<file path="config.mk">
export PLATFORM = sky130hd
export DESIGN_NAME = rv_mem_arbiter_flat
export DESIGN_NICKNAME = d
export VERILOG_FILES = /design/src/rtl/rv_mem_arbiter_if.sv /design/src/rtl/rv_mem_arbiter.sv /design/src/flat_wrapper.sv
export SDC_FILE = /design/constraint.sdc
export NUM_CORES = 1
export LEC_CHECK = 0
export BUFFER_PORTS_ARGS = -buffer_cell sky130_fd_sc_hd__buf_2
export CAP_MARGIN = 20
export CORE_AREA = 2 2 85 87
export DETAILED_ROUTE_END_ITERATION = 6
export DIE_AREA = 0 0 87 89
export PLACE_DENSITY = 0.81
export SLEW_MARGIN = 0
export SYNTH_ARGS = -nofsm -noshare
export SYNTH_HDL_FRONTEND = slang
export SYNTH_SLANG_ARGS = --single-unit
</file>
<file path="constraint.sdc">
create_clock -name clk -period 1.66 [get_ports clk]
set_input_delay 0.166 -clock clk [delete_from_list [all_inputs] [get_ports clk]]
set_output_delay 0.166 -clock clk [all_outputs]
set_load 0.01 [all_outputs]
</file>
<file path="src/rtl/rv_mem_arbiter_if.sv">
// Shared memory port bundle: IF and LS requester channels plus the single memory port.
// master = requesters and memory macro; slave = rv_mem_arbiter.
interface rv_mem_arbiter_if #(
  parameter int unsigned ADDR_W = 10,
  parameter int unsigned DATA_W = 32
);
  logic              if_req;
  logic [ADDR_W-1:0] if_addr;
  logic              if_gnt;
  logic              if_rvalid;
  logic [DATA_W-1:0] if_rdata;

  logic              ls_req;
  logic              ls_we;
  logic [ADDR_W-1:0] ls_addr;
  logic [DATA_W-1:0] ls_wdata;
  logic              ls_gnt;
  logic              ls_rvalid;
  logic [DATA_W-1:0] ls_rdata;

  logic              mem_en;
  logic              mem_we;
  logic [ADDR_W-1:0] mem_addr;
  logic [DATA_W-1:0] mem_wdata;
  logic [DATA_W-1:0] mem_rdata;

  modport master (
    output if_req, if_addr,
    input  if_gnt, if_rvalid, if_rdata,
    output ls_req, ls_we, ls_addr, ls_wdata,
    input  ls_gnt, ls_rvalid, ls_rdata,
    input  mem_en, mem_we, mem_addr, mem_wdata,
    output mem_rdata
  );

  modport slave (
    input  if_req, if_addr,
    output if_gnt, if_rvalid, if_rdata,
    input  ls_req, ls_we, ls_addr, ls_wdata,
    output ls_gnt, ls_rvalid, ls_rdata,
    output mem_en, mem_we, mem_addr, mem_wdata,
    input  mem_rdata
  );
endinterface

</file>
<file path="src/rtl/rv_mem_arbiter.sv">
// Single-port memory arbiter: LS over IF fixed priority, registered read-return routing.
// Define ARB_STARVE_GUARD_EN to grant IF after MAX_WAIT consecutive stalled request cycles.
module rv_mem_arbiter #(
  parameter int unsigned ADDR_W   = 10,
  parameter int unsigned DATA_W   = 32,
  parameter int unsigned MAX_WAIT = 4
) (
  input  logic                   clk,
  input  logic                   reset,
  rv_mem_arbiter_if.slave        bus,
  output logic [15:0]            conflict_cnt
);

  if (MAX_WAIT < 1 || MAX_WAIT > 15) begin : gen_bad_max_wait
    $error("MAX_WAIT must be in 1..15");
  end

  logic if_gnt, ls_gnt;
  logic starve;
  logic both_req;

  assign both_req = bus.if_req & bus.ls_req;

`ifdef ARB_STARVE_GUARD_EN
  logic [3:0] wait_q, wait_d;

  assign starve = (wait_q == 4'(MAX_WAIT));

  always_comb begin
    wait_d = wait_q;
    if (!bus.if_req || if_gnt) begin
      wait_d = 4'd0;
    end else if (wait_q != 4'(MAX_WAIT)) begin
      wait_d = wait_q + 4'd1;
    end
  end

  always_ff @(posedge clk) begin
    if (reset) begin
      wait_q <= 4'd0;
    end else begin
      wait_q <= wait_d;
    end
  end
`else
  assign starve = 1'b0;
`endif

  // Outputs are forced quiet for the whole reset cycle, not just after the edge.
  always_comb begin
    if_gnt = 1'b0;
    ls_gnt = 1'b0;
    if (!reset) begin
      if (bus.ls_req && !(bus.if_req && starve)) begin
        ls_gnt = 1'b1;
      end else if (bus.if_req) begin
        if_gnt = 1'b1;
      end
    end
  end

  assign bus.if_gnt    = if_gnt;
  assign bus.ls_gnt    = ls_gnt;
  assign bus.mem_en    = if_gnt | ls_gnt;
  assign bus.mem_we    = ls_gnt & bus.ls_we;
  assign bus.mem_wdata = bus.ls_wdata;
  assign bus.mem_addr  = ls_gnt ? bus.ls_addr : (if_gnt ? bus.if_addr : {ADDR_W{1'b0}});

  // Read-return tracking: owner_q = 1 means the outstanding read belongs to LS.
  logic rd_valid_q, rd_valid_d;
  logic owner_q, owner_d;

  always_comb begin
    rd_valid_d = bus.mem_en & ~bus.mem_we;
    owner_d    = ls_gnt;
  end

  always_ff @(posedge clk) begin
    if (reset) begin
      rd_valid_q <= 1'b0;
      owner_q    <= 1'b0;
    end else begin
      rd_valid_q <= rd_valid_d;
      owner_q    <= owner_d;
    end
  end

  assign bus.if_rvalid = ~reset & rd_valid_q & ~owner_q;
  assign bus.ls_rvalid = ~reset & rd_valid_q & owner_q;
  assign bus.if_rdata  = ~owner_q ? bus.mem_rdata : {DATA_W{1'b0}};
  assign bus.ls_rdata  = owner_q  ? bus.mem_rdata : {DATA_W{1'b0}};

  logic [15:0] cnt_q, cnt_d;

  always_comb begin
    cnt_d = cnt_q;
    if (both_req && cnt_q != 16'hFFFF) begin
      cnt_d = cnt_q + 16'd1;
    end
  end

  always_ff @(posedge clk) begin
    if (reset) begin
      cnt_q <= 16'd0;
    end else begin
      cnt_q <= cnt_d;
    end
  end

  assign conflict_cnt = reset ? 16'd0 : cnt_q;

endmodule

</file>
<file path="src/flat_wrapper.sv">
// flat-port wrapper written by rule: the top's interface ports become plain ports
module rv_mem_arbiter_flat 
#(
  parameter int unsigned ADDR_W   = 10,
  parameter int unsigned DATA_W   = 32,
  parameter int unsigned MAX_WAIT = 4
)
  (clk, reset, conflict_cnt, bus_if_req, bus_if_addr, bus_if_gnt, bus_if_rvalid, bus_if_rdata, bus_ls_req, bus_ls_we, bus_ls_addr, bus_ls_wdata, bus_ls_gnt, bus_ls_rvalid, bus_ls_rdata, bus_mem_en, bus_mem_we, bus_mem_addr, bus_mem_wdata, bus_mem_rdata);
  rv_mem_arbiter_if #(.ADDR_W(ADDR_W), .DATA_W(DATA_W)) bus_i ();
  input  logic clk;
  input  logic reset;
  output logic [15:0] conflict_cnt;
  input wire logic [$bits(bus_i.if_req)-1:0] bus_if_req;
  input wire logic [$bits(bus_i.if_addr)-1:0] bus_if_addr;
  output wire logic [$bits(bus_i.if_gnt)-1:0] bus_if_gnt;
  output wire logic [$bits(bus_i.if_rvalid)-1:0] bus_if_rvalid;
  output wire logic [$bits(bus_i.if_rdata)-1:0] bus_if_rdata;
  input wire logic [$bits(bus_i.ls_req)-1:0] bus_ls_req;
  input wire logic [$bits(bus_i.ls_we)-1:0] bus_ls_we;
  input wire logic [$bits(bus_i.ls_addr)-1:0] bus_ls_addr;
  input wire logic [$bits(bus_i.ls_wdata)-1:0] bus_ls_wdata;
  output wire logic [$bits(bus_i.ls_gnt)-1:0] bus_ls_gnt;
  output wire logic [$bits(bus_i.ls_rvalid)-1:0] bus_ls_rvalid;
  output wire logic [$bits(bus_i.ls_rdata)-1:0] bus_ls_rdata;
  output wire logic [$bits(bus_i.mem_en)-1:0] bus_mem_en;
  output wire logic [$bits(bus_i.mem_we)-1:0] bus_mem_we;
  output wire logic [$bits(bus_i.mem_addr)-1:0] bus_mem_addr;
  output wire logic [$bits(bus_i.mem_wdata)-1:0] bus_mem_wdata;
  input wire logic [$bits(bus_i.mem_rdata)-1:0] bus_mem_rdata;
  assign bus_i.if_req = bus_if_req;
  assign bus_i.if_addr = bus_if_addr;
  assign bus_if_gnt = bus_i.if_gnt;
  assign bus_if_rvalid = bus_i.if_rvalid;
  assign bus_if_rdata = bus_i.if_rdata;
  assign bus_i.ls_req = bus_ls_req;
  assign bus_i.ls_we = bus_ls_we;
  assign bus_i.ls_addr = bus_ls_addr;
  assign bus_i.ls_wdata = bus_ls_wdata;
  assign bus_ls_gnt = bus_i.ls_gnt;
  assign bus_ls_rvalid = bus_i.ls_rvalid;
  assign bus_ls_rdata = bus_i.ls_rdata;
  assign bus_mem_en = bus_i.mem_en;
  assign bus_mem_we = bus_i.mem_we;
  assign bus_mem_addr = bus_i.mem_addr;
  assign bus_mem_wdata = bus_i.mem_wdata;
  assign bus_i.mem_rdata = bus_mem_rdata;
  rv_mem_arbiter #(.ADDR_W(ADDR_W), .DATA_W(DATA_W), .MAX_WAIT(MAX_WAIT)) u_core (.clk(clk), .reset(reset), .bus(bus_i), .conflict_cnt(conflict_cnt));
endmodule
</file>
==> flow_metrics.tcl, run 1 <==
set metrics [dict create \
    dieArea_um2 7740 \
    fmax_mhz 610 \
    status "complete, no violations" \
    syn_area_um2 1760 \
    drive_gt1_share_pct 55.4 \
    setup_viol 0 \
    synth_nets 325 \
    wl_per_cell_um 15.2 \
    cellLeakagePower_uw 0.00145 \
    finalSetupTns_ns 0 \
    routed_wl_mm 6.89 \
    fin_crit_sh_pct 98.7 \
    synthCells 235 \
    cp_slowest_cell "o41ai_4" \
    pin_count 217 \
    cp_data_required_time_ns 1.81 \
    drt_iter0_drc 43 \
    cts_tree "done" \
    avgViaCountPerCell 4.60 \
    cts_hold_buf 0 \
    arrival_ns 1.79 \
    tightest_slew_ns 0.379 \
    fin_util_pct 39.9 \
    grt_max_degree 67 \
    fin_nets 463 \
    rows 30 \
    crit_path_max_incr_delay_ns 0.49 \
    stdcell_area_um2 2680 \
    clk_latency_ns 0.26 \
    finalHoldWorstSlack_ns 0.189 \
    cts.clk_slew.worst_paths_ns 0.07 \
    final_hold_viol_count 0 \
    clock_path_buffers 2 \
    rsz0062_at_grt "yes" \
    final_common_cell "buf_2" \
    period_needed_ns 1.64 \
    drv_slew 0 \
    crit_fanout 5 \
    grt_first_pass_wirelength_mm 8.95 \
    ys_ff_latch 18 \
    clockRootBuffer "clkbuf_8" \
    finalClockSkew_ns 0.00107 \
    firstDrtPassIters 4 \
    hpwl_mm 5.79 \
    critical_path_class "flop to flop" \
    start_util_pct 26.2 \
    drv_cap 0 \
    cts_inserted_buffers 3 \
    antenna_found_initial 0 \
    coreArea_um2 6720 \
    clock_sinks 18 \
    hp-class "primary input to flop" \
    vdd_drop_max_mv 0.468 \
    slew_headroom_pct 74.7 \
    place_area_um2 2510 \
    fillCellCount 689 \
    end_kind "flop" \
    final_cell_mix "153 x buf_2, 50 x nor2b_1, 35 x and2_1" \
    ys_seq_area_share_pct 20.5 \
    path_cells "nand4_2 > o41ai_4 > buf_6 > nor3_2 > mux2_4" \
    gp_congestion 0.822 \
    grt_pass1_vias 1689 \
    synth_warnings 0 \
    cts_max_level 1 \
    portBuffers 152 \
    drc_errors 0 \
    grt_usage_pct 15.0 \
    die_h_um 89 \
    dieWidth_um 87 \
    area_growth_pct 52.4 \
    cellPowerDensity_nw_per_um2 454 \
    multiInputGateArea_um2 1150 \
    syn_avg_cell_area_um2 7.49 \
    grt-ovfl-total 0 \
    start_kind "flop" \
    antenna_cells 0 \
    ant_nets 0 \
    synth_cell_types 33 \
    vias 2078 \
    register_area_um2 368 \
]
[stage by stage]
stage	setup slack, ns	total power, uW	cells
after global placement	0.0356	838	441
after detailed placement	0.00273	847	441
after floorplan	0.0101	723	235
final	0.0214	1220	452
after CTS	0.0000728	1210	445
after global routing	-0.0558	1290	452
[cells by family (layout without fill, tap and decap cells)]
logic type,count (synthesis),after routing,synth area share [%]
and+or+nand+nor,137,137,46.1
buffers and inverters,46,183,17.1
AOI/OAI and AO/OA,27,27,11.9
DFF,18,18,20.5
muxes,5,5,3.34
adders and majority gates,1,1,0.711
xor gates and xnor gates,1,1,0.498
[layer usage]
metal	wire, um	global-route usage (%)
met1	2400	16.7
met2	3490	25.5
met3	971	8.31
met4	32	2.84
met5	0	0
[final timing paths]
path,slack (ns),startpoint,cells past startpoint,endpoint
hold / removal,0.19,bus_if_req,3,u_core.cnt_q[4]$_SDFFE_PP0P_
hold reg to reg,0.48,u_core.cnt_q[10]$_SDFFE_PP0P_,1,u_core.cnt_q[10]$_SDFFE_PP0P_
setup / recovery,0.02,u_core.cnt_q[10]$_SDFFE_PP0P_,5,u_core.cnt_q[7]$_SDFFE_PP0P_
setup reg to reg,0.02,u_core.cnt_q[10]$_SDFFE_PP0P_,5,u_core.cnt_q[7]$_SDFFE_PP0P_
[state kept, by name, indices dropped and copies added (netlist names)]
signal and flops:
u_core.cnt_q 16, u_core.owner_q 1, u_core.rd_valid_q 1
[Yosys cell counts, drive strengths merged]
| master | instances | area, um2 |
|---|---|---|
| mux2i | 1 | 10.0 |
| o41ai | 3 | 45.1 |
| a22o | 10 | 87.6 |
| nor3b | 2 | 15.0 |
| and4 | 1 | 8.76 |
| nor3 | 5 | 30.0 |
| a31oi | 1 | 6.26 |
| nor2 | 10 | 37.5 |
| nand2 | 13 | 48.8 |
| and3b | 1 | 8.76 |
| o21ai | 7 | 35.0 |
| nor2b | 50 | 313 |
| dfxtp | 18 | 360 |
| nor4 | 1 | 6.26 |
| a21oi | 4 | 20.0 |
| ha | 1 | 12.5 |
| xor2 | 1 | 8.76 |
| nand4 | 5 | 37.5 |
| and3 | 4 | 25.0 |
| or4 | 3 | 22.5 |
| o21bai | 1 | 7.51 |
| and2 | 35 | 219 |
| nand3 | 4 | 20.0 |
| clkbuf | 13 | 48.8 |
| o31ai | 1 | 7.51 |
| or3 | 3 | 18.8 |
| mux2 | 4 | 48.8 |
| buf | 33 | 251 |
[repair_timing]
item / CTS / global route
pin swaps: 0 / 3
setup buffers: 0 / 6
gates resized for setup: 2 / 16
setup endpoints to repair: 2 / 7
cloned: 0 / 1
[layout make-up]
class / count / share of cell area (%)
repair buffers: 179 / 37.5
clock buffers: 4 / 2.05
multi-input cells: 171 / 43.1
well taps: 80 / 3.73
flip-flops and latches: 18 / 13.7
[critical path, delay by kind of cell, from the launching register on]
kind	cells	cell delay, ns
simple gates	2	0.21
buf+inv	1	0.19
compound gates	1	0.49
flops	1	0.36
mux	1	0.28
[report_power, final]
group | leakage, uW | switching (uW) | internal (uW)
Sequential | 0.000149 | 5.37 | 439
Clock | 0.0000288 | 158 | 211
Combinational | 0.00127 | 200 | 205
(Power assumes the default switching activity.)
==> inputs of run 2 (changes only) <==
Settings changed: CELL_PAD_IN_SITES_DETAIL_PLACEMENT set to 1, CELL_PAD_IN_SITES_GLOBAL_PLACEMENT set to 1, CORE_AREA 2 2 85 87 to unset, CORE_UTILIZATION set to 18, DIE_AREA 0 0 87 89 to unset, PLACE_DENSITY 0.81 to 0.89.
==> run 2 against run 1 <==
Against the previous run:
- the flow now finishes with violations (setup timing)
- final cell count grew 9.7%
- utilization down 11 points
- sequential power is essentially flat
- clock skew rose by 0.0020 ns
- sequential cell count unchanged
- power down 0.12%
- non-clock buffer count shrank 5
- critical path depth stayed put
- combinational power shrank 1%
- die area up 31%
- cell area increased by 0.37%
- critical path type unchanged
- largest cell class unchanged
- highest routed layer unchanged
==> flow_metrics.tcl, run 2 (synthesis results as in run 1) <==
set metrics [dict create \
    cellPowerDensity_nw_per_um2 452 \
    place_ws_ns -0.0970 \
    cts_tree "done" \
    cp_slowest_cell "dfxtp_2" \
    grt_pass1_vias 1989 \
    r2r-end "u_core.cnt_q[13]$_SDFFE_PP0P_" \
    cp_num_buf_inv 1 \
    gp_congestion 0.805 \
    slew_headroom_pct 44.2 \
    fmax_mhz 581 \
    cts_inserted_buffers 3 \
    cellLeakagePower_uw 0.00144 \
    finalClockSkew_ns 0.00310 \
    clock_sinks 18 \
    rsz0062_at_grt "yes" \
    period_needed_ns 1.72 \
    tightest_slew_ns 0.835 \
    rows 35 \
    status "finished with violations" \
    grt-ovfl-total 0 \
    drive_gt1_share_pct 54.5 \
    wl_per_cell_um 14.4 \
    largest_register "u_core.cnt_q" \
    cts_hold_buf 0 \
    pin_count 217 \
    ant_nets 0 \
    violations "setup timing" \
    path_cells "buf_4 > and3_4 > nand4_1 > nor3_2 > mux2_2" \
    reg2reg_slack_ns -0.06 \
    area_growth_pct 52.9 \
    power.total_uw 1220 \
    end_kind "flop" \
    arrival_ns 1.87 \
    fin_crit_sh_pct 104 \
    clock_path_buffers 2 \
    critPathLaunch "u_core.cnt_q[1]$_SDFFE_PP0P_" \
    cts_max_level 1 \
    vias 2154 \
    crit_fanout 4 \
    final_cell_mix "152 x buf_2, 50 x nor2b_1, 35 x and2_1" \
    clockRootBuffer "clkbuf_8" \
    reg2reg_from "u_core.cnt_q[1]$_SDFFE_PP0P_" \
    final_hold_viol_count 0 \
    start_util_pct 18.8 \
    setup_viol 2 \
    routed_wl_mm 7.12 \
    dieWidth_um 101 \
    largest_register_ffs 16 \
    final_common_cell "buf_2" \
    firstDrtPassIters 4 \
    portBuffers 152 \
    cts.clk_slew.worst_paths_ns 0.08 \
    antenna_found_initial 0 \
    vdd_drop_max_mv 0.229 \
    cp_data_required_time_ns 1.81 \
    drt_iter0_drc 48 \
    drc_errors 0 \
    reg2reg_depth 5 \
    top_regs "u_core.cnt_q x16, u_core.owner_q x1, u_core.rd_valid_q x1" \
    path_delay_family "simple AND/OR/NAND/NOR gates" \
    coreArea_um2 9370 \
    hold_end "u_core.owner_q$_SDFF_PP0_" \
    min_path_cells 2 \
    die_h_um 101 \
    dieArea_um2 10200 \
    fin_util_pct 28.7 \
    clk_latency_ns 0.26 \
    crit_path_max_incr_delay_ns 0.36 \
    grt_max_degree 67 \
    start_kind "flop" \
    drv_slew 0 \
    worst_slack_ns -0.0609 \
    drv_cap 0 \
    hp-class "primary input to flop" \
    critical_path_class "flop to flop" \
    min-delay-start "reset" \
    hpwl_mm 5.88 \
    antenna_cells 0 \
    grt_first_pass_wirelength_mm 9.71 \
    grt_usage_pct 12.0 \
    fin_nets 458 \
    avgViaCountPerCell 4.34 \
]
[run 2: changes by cell type in the layout (fill, tap and decap cells not counted), sizes merged]
cell  delta
buf      -5
[run 2: per-stage QoR]
step	setup TNS, ns	std cells	hold slack, ns	cell area (um2)
5_1_grt	-0.431	496	0.203	2690
3_3_place_gp	-0.0347	490	0.332	2560
3_5_place_dp	-0.251	490	0.332	2560
6_report	-0.0686	496	0.176	2690
2_1_floorplan	0	235	0.294	1780
4_1_cts	-0.0186	496	0.183	2640
[run 2: layout make-up]
| class | count | area, um2 |
|---|---|---|
| fillers | 1210 | 6680 |
| well taps | 129 | 161 |
| repair buffers | 174 | 942 |
| flip-flops and latches | 18 | 368 |
| clock buffers | 4 | 55.1 |
| multi-input cells | 171 | 1170 |
[run 2: what timing repair did]
action,4_1_cts,5_1_grt
gates resized for setup,2,13
setup endpoints to repair,9,7
buffers inserted,2,0
pin swaps,1,8
[run 2: worst max-delay path by stage]
stage                                    endpoint  cells after the start
floorplan            u_core.cnt_q[7]$_SDFFE_PP0P_                      6
global placement     u_core.cnt_q[1]$_SDFFE_PP0P_                      6
detailed placement   u_core.cnt_q[1]$_SDFFE_PP0P_                      6
CTS                 u_core.cnt_q[13]$_SDFFE_PP0P_                      5
global route        u_core.cnt_q[13]$_SDFFE_PP0P_                      5
finish              u_core.cnt_q[13]$_SDFFE_PP0P_                      5
[run 2: per-layer routing]
layer  vias up  global-route usage (%)  routed length (um)
li1       1024                       -                   -
met1      1018                    12.5                2610
met2       104                    23.7                3820
met3         8                    2.29                 573
met4         0                    3.79                 119
met5         -                       0                   0
[run 2: report_power, final]
part	internal [uW]	switching, uW	leakage [uW]
sequential	438	4.74	0.000149
clock	211	162	0.0000288
combinational	194	207	0.00127
